### src/rtl/fetch_unit.sv
// fetch_unit: rv32 instruction fetch with single-outstanding imem requests and redirect flush.
// Optional build macro FETCH_MISALIGN_EN: fault and park on misaligned redirect targets.
`default_nettype none

module fetch_unit #(
  parameter logic [31:0] RESET_PC = 32'h0000_0000,
  parameter logic [31:0] NOP      = 32'h0000_0013
) (
  input  logic        clk,
  input  logic        rst,
  input  logic        pc_sel,
  input  logic [31:0] alu_target,
  input  logic        stall,
  output logic        imem_req_valid,
  input  logic        imem_req_ready,
  output logic [31:0] imem_req_addr,
  input  logic        imem_rsp_valid,
  input  logic [31:0] imem_rsp_data,
  output logic [31:0] inst,
  output logic [31:0] inst_pc,
  output logic        inst_valid,
  output logic        fetch_fault
);

  localparam logic [1:0] S_REQ  = 2'd0;
  localparam logic [1:0] S_WAIT = 2'd1;
  localparam logic [1:0] S_HOLD = 2'd2;

  logic [1:0]  r_state, w_state_nxt;
  logic        r_drop, w_drop_nxt;
  logic [31:0] r_pc, r_hold_data, r_hold_pc;
  logic        w_slot_free, w_accept, w_park;
  logic        w_take_rsp, w_take_hold, w_to_hold;
  logic [31:0] w_target;

  assign w_slot_free = !inst_valid || !stall;
  assign w_accept    = imem_req_valid && imem_req_ready;

`ifdef FETCH_MISALIGN_EN
  logic r_fault;

  // A misaligned redirect parks the unit until an aligned redirect arrives.
  always_ff @(posedge clk or negedge rst) begin
    if (!rst)        r_fault <= 1'b0;
    else if (pc_sel) r_fault <= |alu_target[1:0];
  end

  assign w_park      = r_fault;
  assign w_target    = alu_target;
  assign fetch_fault = r_fault;
`else
  logic w_unused_tgt;

  assign w_unused_tgt = &{1'b0, alu_target[1:0]};
  assign w_park       = 1'b0;
  assign w_target     = {alu_target[31:2], 2'b00};
  assign fetch_fault  = 1'b0;
`endif

  always_ff @(posedge clk or negedge rst) begin
    if (!rst) begin
      r_state <= S_REQ;
      r_drop  <= 1'b0;
    end else begin
      r_state <= w_state_nxt;
      r_drop  <= w_drop_nxt;
    end
  end

  always_comb begin
    w_state_nxt = r_state;
    w_drop_nxt  = r_drop;
    w_take_rsp  = 1'b0;
    w_take_hold = 1'b0;
    w_to_hold   = 1'b0;
    if (pc_sel) begin
      case (r_state)
        S_REQ:  if (w_accept) begin
                  w_state_nxt = S_WAIT;
                  w_drop_nxt  = 1'b1;
                end
        S_WAIT: if (imem_rsp_valid) begin
                  w_state_nxt = S_REQ;
                  w_drop_nxt  = 1'b0;
                end else begin
                  w_drop_nxt  = 1'b1;
                end
        default: w_state_nxt = S_REQ;
      endcase
    end else begin
      case (r_state)
        S_REQ:  if (w_accept) w_state_nxt = S_WAIT;
        S_WAIT: if (imem_rsp_valid) begin
                  if (r_drop) begin
                    w_drop_nxt  = 1'b0;
                    w_state_nxt = S_REQ;
                  end else if (w_slot_free) begin
                    w_take_rsp  = 1'b1;
                    w_state_nxt = S_REQ;
                  end else begin
                    w_to_hold   = 1'b1;
                    w_state_nxt = S_HOLD;
                  end
                end
        S_HOLD: if (w_slot_free) begin
                  w_take_hold = 1'b1;
                  w_state_nxt = S_REQ;
                end
        default: w_state_nxt = S_REQ;
      endcase
    end
  end

  // Request channel decodes straight from state/PC; held low while in reset.
  always_comb begin
    imem_req_valid = rst && (r_state == S_REQ) && !w_park;
    imem_req_addr  = r_pc;
  end

  always_ff @(posedge clk or negedge rst) begin
    if (!rst) begin
      r_pc        <= RESET_PC;
      r_hold_data <= NOP;
      r_hold_pc   <= 32'h0;
      inst        <= NOP;
      inst_pc     <= 32'h0;
      inst_valid  <= 1'b0;
    end else if (pc_sel) begin
      r_pc       <= w_target;
      inst       <= NOP;
      inst_valid <= 1'b0;
    end else begin
      if (w_take_rsp || w_to_hold) r_pc <= r_pc + 32'd4;
      if (w_to_hold) begin
        r_hold_data <= imem_rsp_data;
        r_hold_pc   <= r_pc;
      end
      if (w_take_rsp) begin
        inst       <= imem_rsp_data;
        inst_pc    <= r_pc;
        inst_valid <= 1'b1;
      end else if (w_take_hold) begin
        inst       <= r_hold_data;
        inst_pc    <= r_hold_pc;
        inst_valid <= 1'b1;
      end else if (inst_valid && !stall) begin
        inst       <= NOP;
        inst_valid <= 1'b0;
      end
    end
  end

endmodule

`default_nettype wire

### config.mk
export PLATFORM = sky130hd
export DESIGN_NAME = fetch_unit
export DESIGN_NICKNAME = d
export VERILOG_FILES = /design/src/rtl/fetch_unit.sv
export SDC_FILE = /design/constraint.sdc
export NUM_CORES = 1
export LEC_CHECK = 0
export ABC_AREA = 1
export CAP_MARGIN = 10
export CORE_AREA = 4 4 144 104
export CTS_BUF_LIST = sky130_fd_sc_hd__clkbuf_4 sky130_fd_sc_hd__clkbuf_8
export DETAILED_ROUTE_END_ITERATION = 8
export DIE_AREA = 0 0 148 108
export GPL_TIMING_DRIVEN = 0
export PLACE_DENSITY = 0.9
export SYNTH_ARGS = -nofsm -noshare
export SYNTH_HDL_FRONTEND = slang
export SYNTH_SLANG_ARGS = --single-unit
### constraint.sdc
create_clock -name clk -period 3.2 [get_ports clk]
set_input_delay 0.64 -clock clk [delete_from_list [all_inputs] [get_ports clk]]
set_output_delay 0.64 -clock clk [all_outputs]
set_load 0.02 [all_outputs]
==> results of run 1 <==
## per-layer routing
| metal | vias up | global-route usage (%) |
|---|---|---|
| li1 | 3456 | - |
| met1 | 3431 | 42.8 |
| met2 | 397 | 43.2 |
| met3 | 38 | 7.00 |
| met4 | 0 | 8.90 |
| met5 | - | 0 |
## placed cells by master, fill, tap and decap left out, types with 2 or more instances in the layout
master,Yosys,routed
inv_6,1,5
nor2_2,2,2
o211ai_1,4,4
a31oi_1,4,4
and2_1,2,2
a21oi_1,10,10
nand3_1,108,108
inv_4,2,2
nor3_1,3,3
inv_1,78,78
conb_1,1,5
o21ai_0,21,21
buf_1,3,3
dfstp_2,6,6
nand2_4,2,2
nor2_1,51,51
buf_2,10,10
nor2_4,2,2
nand2_1,418,418
o22ai_1,5,5
clkbuf_1,8,8
clkinvlp_4,0,3
buf_6,12,13
clkbuf_8,0,19
o21ai_2,3,3
dfrtp_1,152,152
clkdlybuf4s50_1,0,159
inv_2,6,6
clkinv_4,0,5
nand2_2,3,3
o21ai_1,47,47
buf_4,14,14
## registers in the layout (all words and copies together) (netlist names)
| name | cells |
|---|---|
| r_hold_pc | 30 |
| r_state | 2 |
| r_drop | 1 |
| inst | 32 |
| r_hold_data | 32 |
| imem_req_addr | 30 |
| inst_pc | 30 |
| inst_valid | 1 |
## metrics by stage
stage	power, W	utilization (%)	TNS, ns
after global placement	0.00398	69.2	-763.68
after global routing	0.00567	72.1	0
after detailed placement	0.00403	69.4	0
after floorplan	0.00323	-	0
final	0.00540	72.1	0
after CTS	0.00541	72.1	0
## kinds of logic after synthesis
group                      after synthesis
and+or+nand+nor                        595
DFF                                    158
buffers and inverters                  134
AOI/OAI and AO/OA                       95
xor gates and xnor gates                 1
adders and majority gates                1
other                                    1
## worst max-delay path: stages
cell	delay [ns]
buf_6	0.58
nand2_1	0.11
nor2_1	0.14
clkdlybuf4s50_1	0.64
## cell type report
type	instances	area, um^2	share of cell area (%)
Buffer	47	332	3.36
Clock buffer	19	262	2.65
Clock inverter	13	106	1.08
Inverter	87	337	3.41
Multi-Input combinational cell	697	3010	30.5
Sequential cell	158	3960	40.1
Tap cell	190	238	2.41
Timing Repair Buffer	161	1630	16.5
## worst min path at each step
stage | cells after the start | endpoint
4_1_cts | 1 | inst_pc[15]
3_3_place_gp | 2 | r_hold_data[1]
5_1_grt | 1 | inst_pc[15]
3_5_place_dp | 2 | inst[4]
6_report | 1 | inst_pc[15]
2_1_floorplan | 0 | imem_req_addr[10]
## synth_stat cells
cell type / instances
a211oi_1: 1
a21oi_1: 10
a31oi_1: 4
and2_1: 2
buf_1: 3
buf_2: 10
buf_4: 14
buf_6: 12
clkbuf_1: 8
conb_1: 1
dfrtp_1: 152
dfstp_2: 6
ha_1: 1
inv_1: 78
inv_2: 6
inv_4: 2
inv_6: 1
nand2_1: 418
nand2_2: 3
nand2_4: 2
nand2_8: 1
nand3_1: 108
nand4_1: 1
nor2_1: 51
nor2_2: 2
nor2_4: 2
nor2_8: 1
nor3_1: 3
o211ai_1: 4
o21ai_0: 21
o21ai_1: 47
o21ai_2: 3
o22ai_1: 5
or2_2: 1
xor2_1: 1
## report_power, final
| group | internal, W | leakage [nW] | switching (W) |
|---|---|---|---|
| Combinational | 0.000674 | 2.58 | 0.000819 |
| Clock | 0.000592 | 0.180 | 0.000807 |
| Sequential | 0.00228 | 2.06 | 0.000228 |
==> run_results.csv, run 1 <==
group,metric,value,unit
status,outcome,"completed",
layout,nets,1240,
synthesis,seq_area_frac_synth,52.0,%
placement,gp_congestion,0.937,
worst_setup_path,endpoint,"imem_req_valid",
sta,slew_headroom,47.8,%
route,num_vias,7322,
layout,drive_above_1_share,8.46,%
global_route,grt_max_degree,87,
synthesis,synth.distinct_cells,35,
worst_setup_path,critical_path_required,2.56,ns
power_and_ir_drop,leakagePower,4.82,nW
die,core_area,13700,um^2
route,antenna_left,0,
synthesis,synth_top_family_by_area,"simple AND/OR/NAND/NOR gates",
placement,dpl_cell_area,9510,um^2
synthesis,synthXorXnorAreaFrac,0.115,%
route,wl_met3,2290,um
synthesis,yosys_warnings,0,
clocking,cts_hold_buffers,0,
die,start_util,55.7,%
worst_setup_path,cp-end-kind,"output pin",
synthesis,synthMuxAreaShare,0,%
worst_setup_path,critPathLaunch,"rst",
layout,n_antenna_cell,0,
die,fp.dieH,108,um
clocking,clk_latency,0.46,ns
synthesis,ys_ff_latch,158,
placement,port_buffers,160,
power_and_ir_drop,power_density,547,nW/um^2
sta,timing.final.crit_share,86.9,%
worst_setup_path,cp_max_fo,86,
global_route,grt_use_total,29.1,%
placement,dp_cells,1340,
die,rows,36,
sta,report.final.slew_viol_count,0,
worst_setup_path,cp.arrival,2.14,ns
sta,worstMarginPinSlew,0.783,ns
global_route,antenna_found_initial,0,
die,dieArea,16000,um^2
route,drt-pass1-iter-count,5,
sta,hold_viol,0,
global_route,grt_pass1_wl,36400,um
route,drt_iter0_drc,698,
worst_setup_path,startpoint_type,"primary input",
sta,finClkSkew,0.0128,ns
route,highest_layer,"met4",
worst_setup_path,worstReg2RegStart,"imem_req_addr[2]",
synthesis,synth_cells,985,
clocking,cts_made_buffers,17,
synthesis,synth_top_cell_area_share,49.9,%
layout,syn_to_final_growth,29.5,%
sta,rsz0062_at_grt,"false",
layout,layout.cells.non_filler,1372,
route,drc,0,
synthesis,synth-compound-area-share,6.70,%
sta,finalWorstSetupSlack,0.419,ns
clocking,cts_resized,0,
die,die_w,148,um
layout,design_area,9870,um^2
job,max-cap-violations,0,
worst_hold_path,min_path_type,"in -> async",
synthesis,syn_avg_cell_area,7.74,um^2
power_and_ir_drop,peakVddDrop,0.000435,V
layout,nFillCells,1099,
placement,place_hpwl,16500,um
synthesis,synthAdderAreaFrac,0.164,%
synthesis,syn_area,7620,um^2
worst_setup_path,crit_type,"in -> out",
clocking,cts_tree,"built",
route,routed_wl,22300,um
clocking,root_buffer,"clkbuf_8",
sta,setup_viol,0,
route,vias_per_cell,5.34,
clocking,clkTransAtPathRegs,0.09,ns
route,wl_per_cell,16.3,um
sta,hold_slack,0.237,ns
worst_setup_path,rr_endpoint,"imem_req_addr[24]",
route,wl_met2,9680,um
sta,fmax,0.360,GHz
clocking,cts_buffer_depth,2,
route,met1_length,9960,um
global_route,grt_pass1_vias,7018,
clocking,postCtsSetupRepairBufs,0,
worst_setup_path,worstRegToRegCells,10,
synthesis,yosysTopAreaCell,"dfrtp_1",
clocking,cts_sinks,158,
worst_setup_path,reg2reg_slack,1.23,ns
clocking,htreeDepth,4,
die,ios,169,
sta,fin_crit,2.78,ns
placement,preCtsSetupSlack,0.364,ns
synthesis,synth.top_cells.by_area,"dfrtp_1 50%, nand2_1 21%, nand3_1 7.1%, inv_1 3.8%, o21ai_1 3.1%",
synthesis,synth_simple_gate_area_share,32.2,%
global_route,grt_overflow_total,0,
(Power assumes the default switching activity.)
==> run 2, diff against run 1 <==
- ABC_AREA: 1 -> unset
- CORE_AREA: 4 4 144 104 -> 4 4 139 101
- DIE_AREA: 0 0 148 108 -> 0 0 143 105
- PLACE_DENSITY: 0.9 -> 0.89
==> run_results.csv, run 2 <==
group,metric,value,unit
sta,worstMarginPinSlew,1.03,ns
status,outcome,"completed",
route,drt_iter0_drc,376,
layout,n_antenna_cell,0,
sta,fin_setup_tns,0,ns
clocking,cts_buffer_depth,2,
layout,reg_top3,"inst (32), r_hold_data (32)",
worst_hold_path,min_path_type,"in -> async",
synthesis,synth_common_cells,"152 x dfrtp_1, 87 x nand2_1, 63 x mux2_2",
worst_setup_path,worstRegToRegCells,5,
route,wl_per_cell,19.4,um
clocking,cts_sinks,158,
clocking,cts_resized,0,
layout,syn_to_final_growth,33.1,%
synthesis,synth_ff_type,"dfrtp_1",
die,rows,35,
sta,setup_viol,0,
worst_setup_path,cp-end-kind,"output pin",
layout,postLayoutCoreUtil,71.7,%
synthesis,synth_top_family_by_area,"compound AO/OA/AOI/OAI gates",
clocking,root_buffer,"clkbuf_8",
clocking,cts_hold_buffers,0,
sta,finClkSkew,0.0189,ns
sta,fmax,0.333,GHz
worst_setup_path,worstReg2RegStart,"r_state[1]",
clocking,cts_made_buffers,17,
synthesis,yosysTopAreaCell,"dfrtp_1",
die,ios,169,
global_route,grt_use_total,25.6,%
placement,port_buffers,160,
synthesis,synth_simple_gate_area_share,11.8,%
clocking,clk_latency,0.45,ns
synthesis,yosys_warnings,0,
synthesis,synth-compound-area-share,15.2,%
worst_setup_path,cp.arrival,2.36,ns
clocking,postCtsSetupRepairBufs,0,
sta,rsz0062_at_grt,"false",
synthesis,async_reset_ff_share,100,%
worst_setup_path,startpoint_type,"primary input",
route,antenna_left,0,
die,die_w,143,um
synthesis,syn_avg_cell_area,11.4,um^2
global_route,grt_pass1_wl,30400,um
route,vias_per_cell,5.93,
sta,hold_viol,0,
global_route,grt_overflow_total,0,
sta,slew_headroom,31.1,%
synthesis,syn_area,6910,um^2
worst_setup_path,rr_endpoint,"r_hold_data[19]",
placement,gp_congestion,0.879,
clocking,cts_tree,"built",
worst_setup_path,reg2reg_slack,0.65,ns
synthesis,synth.distinct_cells,40,
synthesis,ys_ff_latch,158,
clocking,htreeDepth,4,
synthesis,synth_edf_count,0,
global_route,antenna_found_initial,0,
die,dieArea,15000,um^2
die,core_area,12800,um^2
synthesis,synthAdderAreaFrac,0.181,%
sta,timing.final.crit_share,93.9,%
route,routed_wl,18900,um
worst_setup_path,cp_max_fo,62,
layout,layout_common_cells,"159 x clkdlybuf4s50_1, 152 x dfrtp_1, 87 x nand2_1, 63 x mux2_2, 32 x clkbuf_1",
power_and_ir_drop,leakagePower,4.36,nW
clocking,clkTransAtPathRegs,0.09,ns
placement,place_hpwl,13200,um
worst_setup_path,crit_type,"in -> out",
sta,report.final.slew_viol_count,0,
synthesis,synthMuxAreaShare,10.4,%
synthesis,synth_cells,606,
worst_setup_path,critical_path_required,2.56,ns
route,num_vias,5754,
die,fp.dieH,105,um
synthesis,seq_area_frac_synth,57.4,%
global_route,grt_pass1_vias,5922,
route,drt-pass1-iter-count,5,
synthesis,synthXorXnorAreaFrac,1.39,%
global_route,grt_max_degree,63,
route,drc,0,
synthesis,synth_top_cell_area_share,55.1,%
job,max-cap-violations,0,
synthesis,synth.top_cells.by_area,"dfrtp_1 55%, mux2_2 10%, nand2_1 4.7%, a22o_1 3.7%, a22oi_1 3.3%",
layout,nets,862,
die,start_util,53.8,%
power_and_ir_drop,peakVddDrop,0.000386,V
layout,drive_above_1_share,15.4,%
synthesis,yosysMostFrequentCell,"dfrtp_1",
sta,fin_crit,3.00,ns
layout,nFillCells,862,
power_and_ir_drop,power_density,545,nW/um^2
layout,final_common_cell,"clkdlybuf4s50_1",
## run 2: cell families (layout without fill, tap and decap cells)
kind of cell,after synthesis,in the layout
simple gates,168,168
flops,158,158
compound gates,145,145
mux,64,64
buf+inv,58,252
xor+xnor,11,11
fa+ha+maj,1,1
other cells,1,5
## run 2: worst max path at each step
stage / start / end / cells past startpoint
detailed placement: rst / imem_req_valid / 4
floorplan: imem_rsp_valid / imem_req_addr[31] / 6
global placement: rst / imem_req_valid / 3
CTS: rst / imem_req_valid / 4
finish: rst / imem_req_valid / 4
global route: rst / imem_req_valid / 4
## run 2: cell type report
cell class / count / area, um^2 / area share (%)
Buffer: 48 / 213 / 2.31
Clock buffer: 18 / 248 / 2.69
Clock inverter: 14 / 155 / 1.69
Inverter: 10 / 37.5 / 0.408
Multi-Input combinational cell: 394 / 2710 / 29.5
Sequential cell: 158 / 3960 / 43.1
Tap cell: 166 / 208 / 2.26
Timing Repair Buffer: 162 / 1660 / 18.1
## run 2: stage by stage
step	std cells	total power, W	instance area (um^2)	setup WS, ns	hold WS, ns
final	970	0.00502	9200	0.195	0.141
after global routing	970	0.00523	9200	0.0145	0.177
after CTS	970	0.00504	9200	0.129	0.153
after detailed placement	937	0.00353	8760	-0.0305	0.450
after global placement	936	0.00349	8730	-4.63	0.452
after floorplan	610	0.00291	6920	0.977	0.344
## run 2: power breakdown
part | leakage [nW] | internal (W) | switching (W)
clock network | 0.201 | 0.000726 | 0.000779
logic | 2.10 | 0.000530 | 0.000574
registers | 2.06 | 0.00222 | 0.000182
total | 4.36 | 0.00348 | 0.00154
## run 2: critical path, cell delays in order
cell	delay [ns]
buf_6	0.43
buf_16	0.31
nor3b_1	0.29
clkdlybuf4s50_1	0.65
## run 2: metal layers
metal	GRT usage, %	share of wire [%]
met3	7.27	8.5
met5	0	0
met1	34.6	42
met2	40.6	47
met4	7.39	2.0
